[src/rtl/z80_bus_cycle_ctrl_if.sv]
`default_nettype none
// ============================================================================
//  Module      : z80_bus_cycle_ctrl_if
//  Description : Bundle for z80_bus_cycle_ctrl. It carries two groups of
//                signals:
//                  - the request side (req/op/addr/wdata in,
//                    ready/done/rdata out), and
//                  - the external Z80 bus (address, data, strobes, WAIT).
//                The slave modport is the controller's view.
//                The master modport is the view of the requester and the bus
//                model.
//  Revision    : 1.0  initial release
// ============================================================================
interface z80_bus_cycle_ctrl_if;
  // request side
  logic        req;      // request valid, held until accepted
  logic [1:0]  op;       // 00 mem rd, 01 mem wr, 10 io rd, 11 io wr
  logic [15:0] addr;     // cycle address
  logic [7:0]  wdata;    // write data
  logic        ready;    // controller can accept this edge
  logic        done;     // one-cycle completion pulse
  logic [7:0]  rdata;    // last read data
  // external bus
  logic [15:0] bus_addr;
  logic [7:0]  bus_dout;
  logic        bus_doe;
  logic [7:0]  bus_din;
  logic        mreq_n;
  logic        iorq_n;
  logic        rd_n;
  logic        wr_n;
  logic        wait_n;

  modport slave (
    input  req, op, addr, wdata, bus_din, wait_n,
    output ready, done, rdata, bus_addr, bus_dout, bus_doe,
           mreq_n, iorq_n, rd_n, wr_n
  );

  modport master (
    output req, op, addr, wdata, bus_din, wait_n,
    input  ready, done, rdata, bus_addr, bus_dout, bus_doe,
           mreq_n, iorq_n, rd_n, wr_n
  );
endinterface
`default_nettype wire

[src/rtl/z80_bus_cycle_ctrl.sv]
`default_nettype none
// ============================================================================
//  Module      : z80_bus_cycle_ctrl
//  Description : Runs one Z80 external bus machine cycle per accepted request
//                (mem read, mem write, I/O read, I/O write).
//                  - Steps T1, T2, TW*, T3 at one T-state per clk.
//                  - Drives the address, data and strobes.
//                  - Samples wait_n.
//                  - Returns read data together with a done pulse.
//  Ports       : clk     - system clock
//                reset   - synchronous, active-high reset
//                bus     - z80_bus_cycle_ctrl_if.slave:
//                            request side: req/op/addr/wdata -> ready/done/rdata
//                            bus side:     bus_addr/bus_dout/bus_doe/bus_din,
//                                          mreq_n/iorq_n/rd_n/wr_n/wait_n
//  Parameters  : IO_WAIT_STATES - automatic TW states after T2 for I/O (0..7)
//  Revision    : 1.0  initial release
// ============================================================================
module z80_bus_cycle_ctrl #(
  parameter int IO_WAIT_STATES = 1
) (
  input wire                  clk,
  input wire                  reset,
  z80_bus_cycle_ctrl_if.slave bus
);

  localparam logic [2:0] S_IDLE = 3'd0;
  localparam logic [2:0] S_T1   = 3'd1;
  localparam logic [2:0] S_T2   = 3'd2;
  localparam logic [2:0] S_TW   = 3'd3;
  localparam logic [2:0] S_T3   = 3'd4;

  localparam logic [2:0] c_IO_WAIT = 3'(IO_WAIT_STATES);

  logic [2:0]  r_state;
  logic [1:0]  r_op;
  logic [2:0]  r_wcnt;
  logic [15:0] r_bus_addr;
  logic [7:0]  r_bus_dout;
  logic        r_bus_doe;
  logic        r_mreq_n;
  logic        r_iorq_n;
  logic        r_rd_n;
  logic        r_wr_n;
  logic        r_done;
  logic [7:0]  r_rdata;

  logic        w_ready;
  logic        w_accept;
  logic [2:0]  w_nstate;
  logic [1:0]  w_nop;
  logic        w_in_cycle;  // next state is T1..T3
  logic        w_late;      // next state is T2..T3

  assign w_ready  = (r_state == S_IDLE) || (r_state == S_T3);
  assign w_accept = bus.req && w_ready;
  // The op that owns the next state: a freshly accepted one wins over the latch.
  assign w_nop    = w_accept ? bus.op : r_op;

  always_comb begin
    w_nstate = r_state;
    case (r_state)
      S_IDLE:     w_nstate = w_accept ? S_T1 : S_IDLE;
      S_T1:       w_nstate = S_T2;
      S_T2, S_TW: begin
        // Automatic I/O waits run first; wait_n only matters once they expire.
        if (r_wcnt != 3'd0)   w_nstate = S_TW;
        else if (bus.wait_n)  w_nstate = S_T3;
        else                  w_nstate = S_TW;
      end
      S_T3:       w_nstate = w_accept ? S_T1 : S_IDLE;
      default:    w_nstate = S_IDLE;
    endcase
  end

  assign w_in_cycle = (w_nstate == S_T1) || (w_nstate == S_T2) ||
                      (w_nstate == S_TW) || (w_nstate == S_T3);
  assign w_late     = (w_nstate == S_T2) || (w_nstate == S_TW) ||
                      (w_nstate == S_T3);

  // Bus outputs are registered from the next-state decode.
  // Each registered value is therefore the one belonging to the state being
  // entered.
  always_ff @(posedge clk) begin
    if (reset) begin
      r_state    <= S_IDLE;
      r_op       <= 2'b00;
      r_wcnt     <= 3'd0;
      r_bus_addr <= 16'h0000;
      r_bus_dout <= 8'h00;
      r_bus_doe  <= 1'b0;
      r_mreq_n   <= 1'b1;
      r_iorq_n   <= 1'b1;
      r_rd_n     <= 1'b1;
      r_wr_n     <= 1'b1;
      r_done     <= 1'b0;
      r_rdata    <= 8'h00;
    end else begin
      r_state <= w_nstate;

      if (w_accept) begin
        r_op       <= bus.op;
        r_wcnt     <= bus.op[1] ? c_IO_WAIT : 3'd0;
        r_bus_addr <= bus.addr;
        // Only writes touch the data bus register; otherwise it holds.
        if (bus.op[0]) r_bus_dout <= bus.wdata;
      end else if (((r_state == S_T2) || (r_state == S_TW)) && (r_wcnt != 3'd0)) begin
        r_wcnt <= r_wcnt - 3'd1;
      end

      // Memory cycles assert MREQ from T1; I/O cycles assert IORQ from T2.
      r_mreq_n  <= !(w_in_cycle && !w_nop[1]);
      r_iorq_n  <= !(w_late && w_nop[1]);
      // Memory reads assert RD from T1; I/O reads assert RD from T2.
      r_rd_n    <= !(!w_nop[0] && (w_nop[1] ? w_late : w_in_cycle));
      r_wr_n    <= !(w_nop[0] && w_late);
      r_bus_doe <= w_in_cycle && w_nop[0];

      r_done <= (r_state == S_T3);
      if ((r_state == S_T3) && !r_op[0]) r_rdata <= bus.bus_din;
    end
  end

  assign bus.ready    = w_ready;
  assign bus.done     = r_done;
  assign bus.rdata    = r_rdata;
  assign bus.bus_addr = r_bus_addr;
  assign bus.bus_dout = r_bus_dout;
  assign bus.bus_doe  = r_bus_doe;
  assign bus.mreq_n   = r_mreq_n;
  assign bus.iorq_n   = r_iorq_n;
  assign bus.rd_n     = r_rd_n;
  assign bus.wr_n     = r_wr_n;

endmodule
`default_nettype wire

[src/flat_wrapper.sv]
// flat-port wrapper written by rule: the top's interface ports become plain ports
module z80_bus_cycle_ctrl_flat 
#(
  parameter int IO_WAIT_STATES = 1
)
  (clk, reset, bus_req, bus_op, bus_addr, bus_wdata, bus_bus_din, bus_wait_n, bus_ready, bus_done, bus_rdata, bus_bus_addr, bus_bus_dout, bus_bus_doe, bus_mreq_n, bus_iorq_n, bus_rd_n, bus_wr_n);
  z80_bus_cycle_ctrl_if bus_i ();
  input wire clk;
  input wire reset;
  input wire logic [$bits(bus_i.req)-1:0] bus_req;
  input wire logic [$bits(bus_i.op)-1:0] bus_op;
  input wire logic [$bits(bus_i.addr)-1:0] bus_addr;
  input wire logic [$bits(bus_i.wdata)-1:0] bus_wdata;
  input wire logic [$bits(bus_i.bus_din)-1:0] bus_bus_din;
  input wire logic [$bits(bus_i.wait_n)-1:0] bus_wait_n;
  output wire logic [$bits(bus_i.ready)-1:0] bus_ready;
  output wire logic [$bits(bus_i.done)-1:0] bus_done;
  output wire logic [$bits(bus_i.rdata)-1:0] bus_rdata;
  output wire logic [$bits(bus_i.bus_addr)-1:0] bus_bus_addr;
  output wire logic [$bits(bus_i.bus_dout)-1:0] bus_bus_dout;
  output wire logic [$bits(bus_i.bus_doe)-1:0] bus_bus_doe;
  output wire logic [$bits(bus_i.mreq_n)-1:0] bus_mreq_n;
  output wire logic [$bits(bus_i.iorq_n)-1:0] bus_iorq_n;
  output wire logic [$bits(bus_i.rd_n)-1:0] bus_rd_n;
  output wire logic [$bits(bus_i.wr_n)-1:0] bus_wr_n;
  assign bus_i.req = bus_req;
  assign bus_i.op = bus_op;
  assign bus_i.addr = bus_addr;
  assign bus_i.wdata = bus_wdata;
  assign bus_i.bus_din = bus_bus_din;
  assign bus_i.wait_n = bus_wait_n;
  assign bus_ready = bus_i.ready;
  assign bus_done = bus_i.done;
  assign bus_rdata = bus_i.rdata;
  assign bus_bus_addr = bus_i.bus_addr;
  assign bus_bus_dout = bus_i.bus_dout;
  assign bus_bus_doe = bus_i.bus_doe;
  assign bus_mreq_n = bus_i.mreq_n;
  assign bus_iorq_n = bus_i.iorq_n;
  assign bus_rd_n = bus_i.rd_n;
  assign bus_wr_n = bus_i.wr_n;
  z80_bus_cycle_ctrl #(.IO_WAIT_STATES(IO_WAIT_STATES)) u_core (.clk(clk), .reset(reset), .bus(bus_i));
endmodule
[config.mk]
export PLATFORM = sky130hd
export DESIGN_NAME = z80_bus_cycle_ctrl_flat
export DESIGN_NICKNAME = d
export VERILOG_FILES = /design/src/rtl/z80_bus_cycle_ctrl_if.sv /design/src/rtl/z80_bus_cycle_ctrl.sv /design/src/flat_wrapper.sv
export SDC_FILE = /design/constraint.sdc
export NUM_CORES = 1
export LEC_CHECK = 0
export CAP_MARGIN = 0
export CORE_ASPECT_RATIO = 0.75
export CORE_MARGIN = 2
export CORE_UTILIZATION = 41
export DETAILED_ROUTE_END_ITERATION = 10
export PLACE_DENSITY = 0.91
export REMOVE_ABC_BUFFERS = 1
export SYNTH_ARGS = -nofsm -noshare
export SYNTH_HDL_FRONTEND = slang
export SYNTH_SLANG_ARGS = --single-unit
[constraint.sdc]
create_clock -name clk -period 2.2 [get_ports clk]
set_clock_uncertainty 0.2 [all_clocks]
set_input_delay 0.55 -clock clk [delete_from_list [all_inputs] [get_ports clk]]
set_output_delay 0.55 -clock clk [all_outputs]
set_load 0.005 [all_outputs]
==> results of run 1 <==
## state kept, by name, indices dropped and copies added (netlist names)
signal,flops
u_core.bus.bus_addr,16
u_core.bus.bus_dout,8
u_core.bus.rdata,8
u_core.r_state,3
u_core.r_wcnt,3
u_core.r_op,2
u_core.bus.bus_doe,1
u_core.bus.done,1
u_core.bus.iorq_n,1
u_core.bus.mreq_n,1
u_core.bus.rd_n,1
u_core.bus.wr_n,1
## kinds of logic after synthesis
group	after synthesis
buffers and inverters	18
AOI/OAI and AO/OA	46
adders and majority gates	2
DFF	46
and+or+nand+nor	89
## metrics by stage
| stage | power (mW) | util [%] | hold WS, ns | setup TNS, ns | worst slack (ns) |
|---|---|---|---|---|---|
| 2_1_floorplan | 1.048 | - | 0.1715 | -0.1259 | -0.06838 |
| 3_3_place_gp | 1.258 | 62.75 | 0.1907 | 0 | 0.08499 |
| 3_5_place_dp | 1.268 | 62.75 | 0.1933 | 0 | 0.04259 |
| 4_1_cts | 1.830 | 65.34 | 0.2184 | 0 | 0.01974 |
| 5_1_grt | 1.901 | 65.40 | 0.2456 | 0 | 0.01844 |
| 6_report | 1.803 | 65.40 | 0.2171 | 0 | 0.1042 |
## layer usage
| metal | vias to the layer above | track usage, % |
|---|---|---|
| met2 | 65 | 31.36 |
| li1 | 821 | - |
| met3 | 6 | 7.251 |
| met1 | 716 | 20.58 |
| met5 | - | 0 |
| met4 | 0 | 7.389 |
## cells in the final DEF (no fill, tap or decap), types with 2 or more instances in the layout
| cell | count |
|---|---|
| a21oi_1 | 36 |
| a31oi_1 | 3 |
| buf_4 | 6 |
| clkbuf_8 | 7 |
| clkdlybuf4s50_1 | 76 |
| dfxtp_1 | 46 |
| ha_1 | 2 |
| inv_1 | 4 |
| nand2_1 | 68 |
| nor2_1 | 2 |
| nor3_1 | 3 |
| o211ai_2 | 2 |
| or3_1 | 3 |
## worst paths after layout
check / slack (ns) / startpoint / to
setup reg to reg: 0.38 / u_core.r_wcnt[0]$_SDFFE_PP0P_ / u_core.r_wcnt[2]$_SDFFE_PP0P_
setup / recovery: 0.10 / u_core.r_state[0]$_SDFF_PP0_ / bus_ready
hold reg to reg: 0.22 / u_core.r_op[1]$_SDFF_PP0_ / u_core.bus.iorq_n$_SDFF_PP1_
hold / removal: 0.22 / u_core.r_op[1]$_SDFF_PP0_ / u_core.bus.iorq_n$_SDFF_PP1_
## power breakdown
| part | switching, mW | internal [mW] |
|---|---|---|
| logic | 0.144 | 0.194 |
| registers | 0.0298 | 0.881 |
| clock network | 0.265 | 0.288 |
## worst max-delay path, cell delays in order, from the launching register on
cell             delay, ns
dfxtp_1               0.34
nor2_2                0.19
clkdlybuf4s50_1       0.53
## area by class of cell
type / count / area, um^2 / share of cell area, %
well taps: 55 / 68.82 / 2.596
clock inverters: 1 / 8.758 / 0.3303
inverters: 4 / 15.01 / 0.5663
flip-flops and latches: 46 / 920.9 / 34.73
clock buffers: 7 / 96.34 / 3.634
multi-input cells: 137 / 715.7 / 26.99
repair buffers: 83 / 825.8 / 31.15
## what timing repair did
item	in CTS	in global routing
hold buffers	0	0
endpoints found under the setup margin	0	1
hold endpoints to repair	0	0
gates resized for setup	0	1
==> metrics.txt, run 1 <==
CP max FO=4; Port Buffers=76; nets=~320; Critical Path Start Type=register; Syn Std Cell Area=1733 um^2; Max rail drop VDD=roughly 0.33 mV; drt first pass iters=4; crit path DAT=1.35 ns; Slew Limit Fails=0; dpl hpwl=3.112 mm; Synth cell types=30; worst skew pair latency=0.29 ns; number of synthesized flops with an enable pin=0; routed vias=roughly 1600; CORE AREA=4054 um^2; Simple-Gate Fraction of Synth Area=24.33%; minimum clock period=around 2.1 ns; final hold violation count=0; CTS tree=built; Main synth FF type=dfxtp_1; xor/xnor share of the synthesized area=0%; drt wl/cell=12.80 um; synth-to-layout area growth=53.00%; crit path kind=reg -> out; initial antenna violation count=0; worst rel slew slack=68.32%; vias in the first global route=1508; TritonCTS buffer count=5; Overall Global Routing Usage=18.19%; Avg Cell Area, Syn=8.621 um^2; Tightest Pin Transition=0.4732 ns; Max Cap Viol=0; DP Area=2544 um^2; Max Buffers Root-to-Sink=2; Hold Crit Class=reg -> reg; # setup viols final=0; main combinational cell family by area after synthesis=simple AND/OR/NAND/NOR gates; clock-pin transition on the worst setup and hold timing paths=0.08 ns; proportion of synthesized area in mux cells=0%; synth top area cells=dfxtp_1, nand2_1, a21oi_1; Die W=79.07 um; largest net degree at the start of global routing=23; Post-CTS Setup Inserts=0; DRC viols=0; global-route wire length before repair=between 6 and 7 mm; Synth Area in Adders=1.444%; final period utilization=95.26%; GRT overflow=0; highest routed layer=met4; Yosys warning total=0; met2 wire length=1.930 mm; clk sinks=46; worst r2r path cells=4; Fill cells=around 370; Vias/cell=4.829; RSZ-0062 raised after global routing=false; CP endpoint kind=primary output; area of the die=4768 um^2; area leader, netlist=dfxtp_1; Cells after Synth=201; Initial Util=42.75%; Post-synth top cells=nand2_1, dfxtp_1, a21oi_1, buf_2, clkbuf_1; CTS root buf=clkbuf_8; RD Place Congestion=0.8448; highest clock rate=0.4771 GHz; wl on met1=1.900 mm; Antenna diodes=0; met3 routed wirelength=386 um; num rows=20; number of H-tree levels=2; io pins=77; Synth Area in Compound Gates=15.09%; Leak=0.9482 nW; WP data required=1.45 ns; FFs w/ async S/R, synth=0%; share of Yosys cell area claimed by the top area cell type=53.14%; final wirelength=4.264 mm; pwr/cell area=~680 nW/um^2; hold path cells=1; #FFs+latches synth=46; status=completed; die height=60.30 um; Design Area, Final=2651 um^2; DRT iter0 DRCs=57; layout cells sized above 1=7.914%; Placed Cells=325; count leader, synth=nand2_1; Seq/Total Area, Yosys=a little over half; Non-Filler Instances=333; Final ANT Viol Nets=0
(Power assumes the default switching activity.)
==> inputs of run 2 (changes only) <==
--- a/config.mk
+++ b/config.mk
@@ -10,6 +10,7 @@
 export CORE_MARGIN = 2
 export CORE_UTILIZATION = 41
 export DETAILED_ROUTE_END_ITERATION = 10
+export GPL_TIMING_DRIVEN = 0
 export PLACE_DENSITY = 0.91
 export REMOVE_ABC_BUFFERS = 1
 export SYNTH_ARGS = -nofsm -noshare
==> metrics.txt, run 2 (synthesis results as in run 1) <==
status=completed (unchanged); Initial Util=42.75% (unchanged); most frequent cells in the layout=clkdlybuf4s50_1, nand2_1, dfxtp_1 (unchanged); Hold Crit Class=reg -> reg (unchanged); DP Worst Slack=-0.5876 ns (was 0.04259 ns); minimum clock period=2.128 ns (was 2.096 ns); number of H-tree levels=2 (unchanged); num rows=20 (unchanged); Max Buffers Root-to-Sink=2 (unchanged); vias in the first global route=1521 (was 1508); crit path kind=reg -> out (unchanged); Die W=79.07 um (unchanged); final period utilization=96.72% (was 95.26%); nets=311 (was 317); Overall Global Routing Usage=18.12% (was 18.19%); # setup viols final=0 (unchanged); pwr/cell area=705.5 nW/um^2 (was 680.1 nW/um^2); Vias/cell=4.847 (was 4.829); area of the die=4768 um^2 (unchanged); Max rail drop VDD=0.5757 mV (was 0.3268 mV); worst r2r src=u_core.r_wcnt[0]$_SDFFE_PP0P_ (unchanged); origin of the worst setup path=u_core.r_state[0]$_SDFF_PP0_ (unchanged); min-delay src=u_core.r_op[1]$_SDFF_PP0_ (unchanged); Design Area, Final=2621 um^2 (was 2651 um^2); CP max FO=9 (was 4); max reg flops=16 (unchanged); Post-CTS Setup Inserts=0 (unchanged); highest clock rate=0.4700 GHz (was 0.4771 GHz); Placed Cells=319 (was 325); die height=60.30 um (unchanged); Antenna diodes=0 (unchanged); Leak=0.9253 nW (was 0.9482 nW); routed vias=1585 (was 1608); Final ANT Viol Nets=0 (unchanged); CORE AREA=4054 um^2 (unchanged); io pins=77 (unchanged); Max Cap Viol=0 (unchanged); commonest non-fill, non-tap cell in the layout=clkdlybuf4s50_1 (unchanged); Fill cells=358 (was 365); layout cells sized above 1=7.353% (was 7.914%); CTS tree=built (unchanged); Final WS setup=0.07226 ns (was 0.1042 ns); Non-Filler Instances=327 (was 333); drt wl/cell=12.37 um (was 12.80 um); DP Area=2485 um^2 (was 2544 um^2); RD Place Congestion=0.7325 (was 0.8448); worst rel slew slack=49.40% (was 68.32%); dpl hpwl=2.851 mm (was 3.112 mm); # hold bufs at CTS=0 (unchanged); GRT overflow=0 (unchanged); Port Buffers=76 (unchanged); global-route wire length before repair=6.651 mm (was 6.713 mm); RSZ-0062 raised after global routing=false (unchanged); crit path DAT=1.38 ns (was 1.35 ns); DRC viols=0 (unchanged); worst skew pair latency=0.29 ns (about the same); Critical Path Start Type=register (unchanged); clock-pin transition on the worst setup and hold timing paths=0.09 ns (was 0.08 ns); drt first pass iters=4 (unchanged); clk sinks=46 (unchanged); CTS root buf=clkbuf_8 (unchanged); final wirelength=4.044 mm (was 4.264 mm); CP endpoint kind=primary output (unchanged); TritonCTS buffer count=5 (unchanged); initial antenna violation count=0 (unchanged); WP data required=1.45 ns (about the same); final hold violation count=0 (unchanged); largest net degree at the start of global routing=46 (was 23); DRT iter0 DRCs=65 (was 57); Tightest Pin Transition=0.7590 ns (was 0.4732 ns); Slew Limit Fails=0 (unchanged); synth-to-layout area growth=51.26% (was 53.00%)
run 2: where the power goes:
group	internal [mW]	total (mW)	leakage, nW	switching (mW)
Clock	0.334	0.612	0.0579	0.277
Combinational	0.183	0.313	0.491	0.130
Sequential	0.882	0.924	0.376	0.0420
run 2: area by class of cell:
type | instances | area (um^2) | share of cell area [%]
clock buffers | 5 | 68.82 | 2.625
well taps | 55 | 68.82 | 2.625
multi-input cells | 137 | 735.7 | 28.07
clock inverters | 3 | 40.04 | 1.527
inverters | 4 | 15.01 | 0.5728
repair buffers | 77 | 767.0 | 29.26
flip-flops and latches | 46 | 925.9 | 35.32
run 2: worst max-delay path, cell delays in order, from the launching register on:
cell             delay (ns)
dfxtp_2                0.40
nor2_4                 0.16
clkdlybuf4s50_1        0.51
run 2: through the flow:
stage                     TNS, ns  hold WS, ns  power [mW]  util [%]
after global routing            0       0.2130       1.942     64.66
final                           0       0.2068       1.849     64.66
after floorplan           -0.1259       0.1715       1.048         -
after detailed placement   -5.032       0.1906       1.248     61.30
after CTS                       0       0.2101       1.867     64.38
after global placement     -36.96       0.1840       1.237     61.02
run 2: path summary, 6_finish.rpt:
path | end | depth (start not counted) | slack [ns]
max | bus_ready | 2 | 0.07
min | u_core.bus.iorq_n$_SDFF_PP1_ | 1 | 0.21
max reg2reg | u_core.r_wcnt[0]$_SDFFE_PP0P_ | 5 | 0.51
min reg2reg | u_core.bus.iorq_n$_SDFF_PP1_ | 1 | 0.21
run 2: timing repair:
action                                  4_1_cts  5_1_grt
resized for setup                             5        2
hold endpoints to repair                      0        0
endpoints found under the setup margin       10        5
run 2: layer usage:
layer	global-route usage [%]	up-vias	routed length [um]
met3	7.251	7	445
li1	-	809	-
met4	6.897	0	57
met1	21.69	699	1765
met2	29.90	70	1775
met5	0	-	0
==> variant: new RTL, settings of run 2 <==
Make the reset (`reset`) asynchronous in one clocked block. Comments in the files are not updated.
--- a/src/rtl/z80_bus_cycle_ctrl.sv
+++ b/src/rtl/z80_bus_cycle_ctrl.sv
@@ -82,5 +82,5 @@
   // Each registered value is therefore the one belonging to the state being
   // entered.
-  always_ff @(posedge clk) begin
+  always_ff @(posedge clk or posedge reset) begin
     if (reset) begin
       r_state    <= S_IDLE;
Function: differs if reset is asserted again (counterexample within 4 cycles, from zero or initial values and one cycle with reset high); with reset held inactive, the same outputs for 10 cycles.
==> variant against run 2 <==
- sequential cell count stayed put
- area after synthesis grew 3.4%
- wire length is 5.7% higher
- design area is 6.8% higher
- global-route usage shrank 0.056 points
- setup slack got worse by 0.018 ns
- critical path depth grew 3
- sequential share of layout area grew 6.1 points
- via count decreased by 12%
- critical path type is now in2reg
Power is not compared: it rests on default switching activity, and its combinational part moved more than twofold at a synthesized area within 25%.
==> variant: results (changes against run 2) <==
Status
  – Outcome: completed (unchanged)

Global route
  – Wire length of the first global-routing pass: 6.55 mm (was 6.65 mm)
  – Overall track demand over capacity in global routing: 18.1% (about the same)
  – Fraction of met3 tracks used by global routing: 6.16% (was 7.25%)

Timing
  – Post-route worst hold slack: 0.254 ns (was 0.207 ns)
  – Final period demand of the worst path: 2.15 ns (was 2.13 ns)
  – Rel. slew slack: 49.1% (was 49.4%)

Setup path
  – Reg-to-reg critical path startpoint: u_core.r_state[0] (was u_core.r_wcnt[0])
  – R2r setup slk: 0.20 ns (was 0.51 ns)
  – Worst-path maximum fanout: 13 (was 9)

Layout
  – Layout cell share with drive strength beyond 1: 17.8% (was 7.35%)
  – Post-route non-filler standard cell count: 296 (was 327)

Detailed routing
  – Detailed-route wire length: 4.27 mm (was 4.04 mm)

Logic synthesis
  – Compound-gate portion of the synthesized area: 3.70% (was 15.1%)
  – Portion of netlist area occupied by mux cells: 10.1% (was 0%)
  – Share of synthesized registers carrying an async set or reset: 100% (was 0%)
  – Leading register cell type out of synthesis: sky130_fd_sc_hd__dfrtp_1 (was sky130_fd_sc_hd__dfxtp_1)
  – Part of the Yosys area used for sequential elements: 64.5% (was 53.1%)
  – Synth Area in Adders: 1.40% (was 1.44%)
  – Distinct cells, synth: 25 (was 30)
  – Leading post-synthesis cells by cell area: sky130_fd_sc_hd__dfrtp_1, sky130_fd_sc_hd__nand2_1, sky130_fd_sc_hd__mux2_2 (was sky130_fd_sc_hd__dfxtp_1, sky130_fd_sc_hd__nand2_1, sky130_fd_sc_hd__a21oi_1)
  – Post-Syn Instances: 155 (was 201)

Placed design
  – Area after detailed placement: 2630 µm² (was 2480 µm²)
  – Post-placement cell count: 283 (was 319)
  – HPWL reported at the end of detailed placement: 3.01 mm (was 2.85 mm)
  – Placement Setup Slack: -0.742 ns (was -0.588 ns)

Min path
  – Hold EP: u_core.bus.iorq_n (unchanged)
[variant: layer usage]
metal  vias to the layer above  share of wire (%)
met5                         -                  0
met4                         0                1.9
met3                        10                6.3
met2                        48                 49
met1                       674                 42
li1                        669                  -
[variant: how the worst max path moves through the flow]
stage	from	end	cells after the start
after global placement	bus_req	u_core.bus.bus_dout[4]	4
after CTS	u_core.r_state[0]	bus_ready	2
after detailed placement	bus_req	u_core.bus.bus_dout[0]	5
final	bus_req	u_core.bus.bus_dout[0]	5
after global routing	bus_req	u_core.bus.rd_n	3
after floorplan	bus_req	u_core.bus.bus_dout[0]	3
[variant: layout make-up]
type / instances / area, µm²
Sequential cell: 46 / 1160
Multi-Input combinational cell: 100 / 616
Fill cell: 311 / 1330
Inverter: 4 / 15.0
Clock inverter: 3 / 40.0
Tap cell: 55 / 68.8
Clock buffer: 5 / 68.8
Timing Repair Buffer: 83 / 832
[variant: timing repair]
item	4_1_cts	5_1_grt
setup buffers	1	4
pin swaps	0	1
endpoints found under the setup margin	11	9
resized for setup	6	2
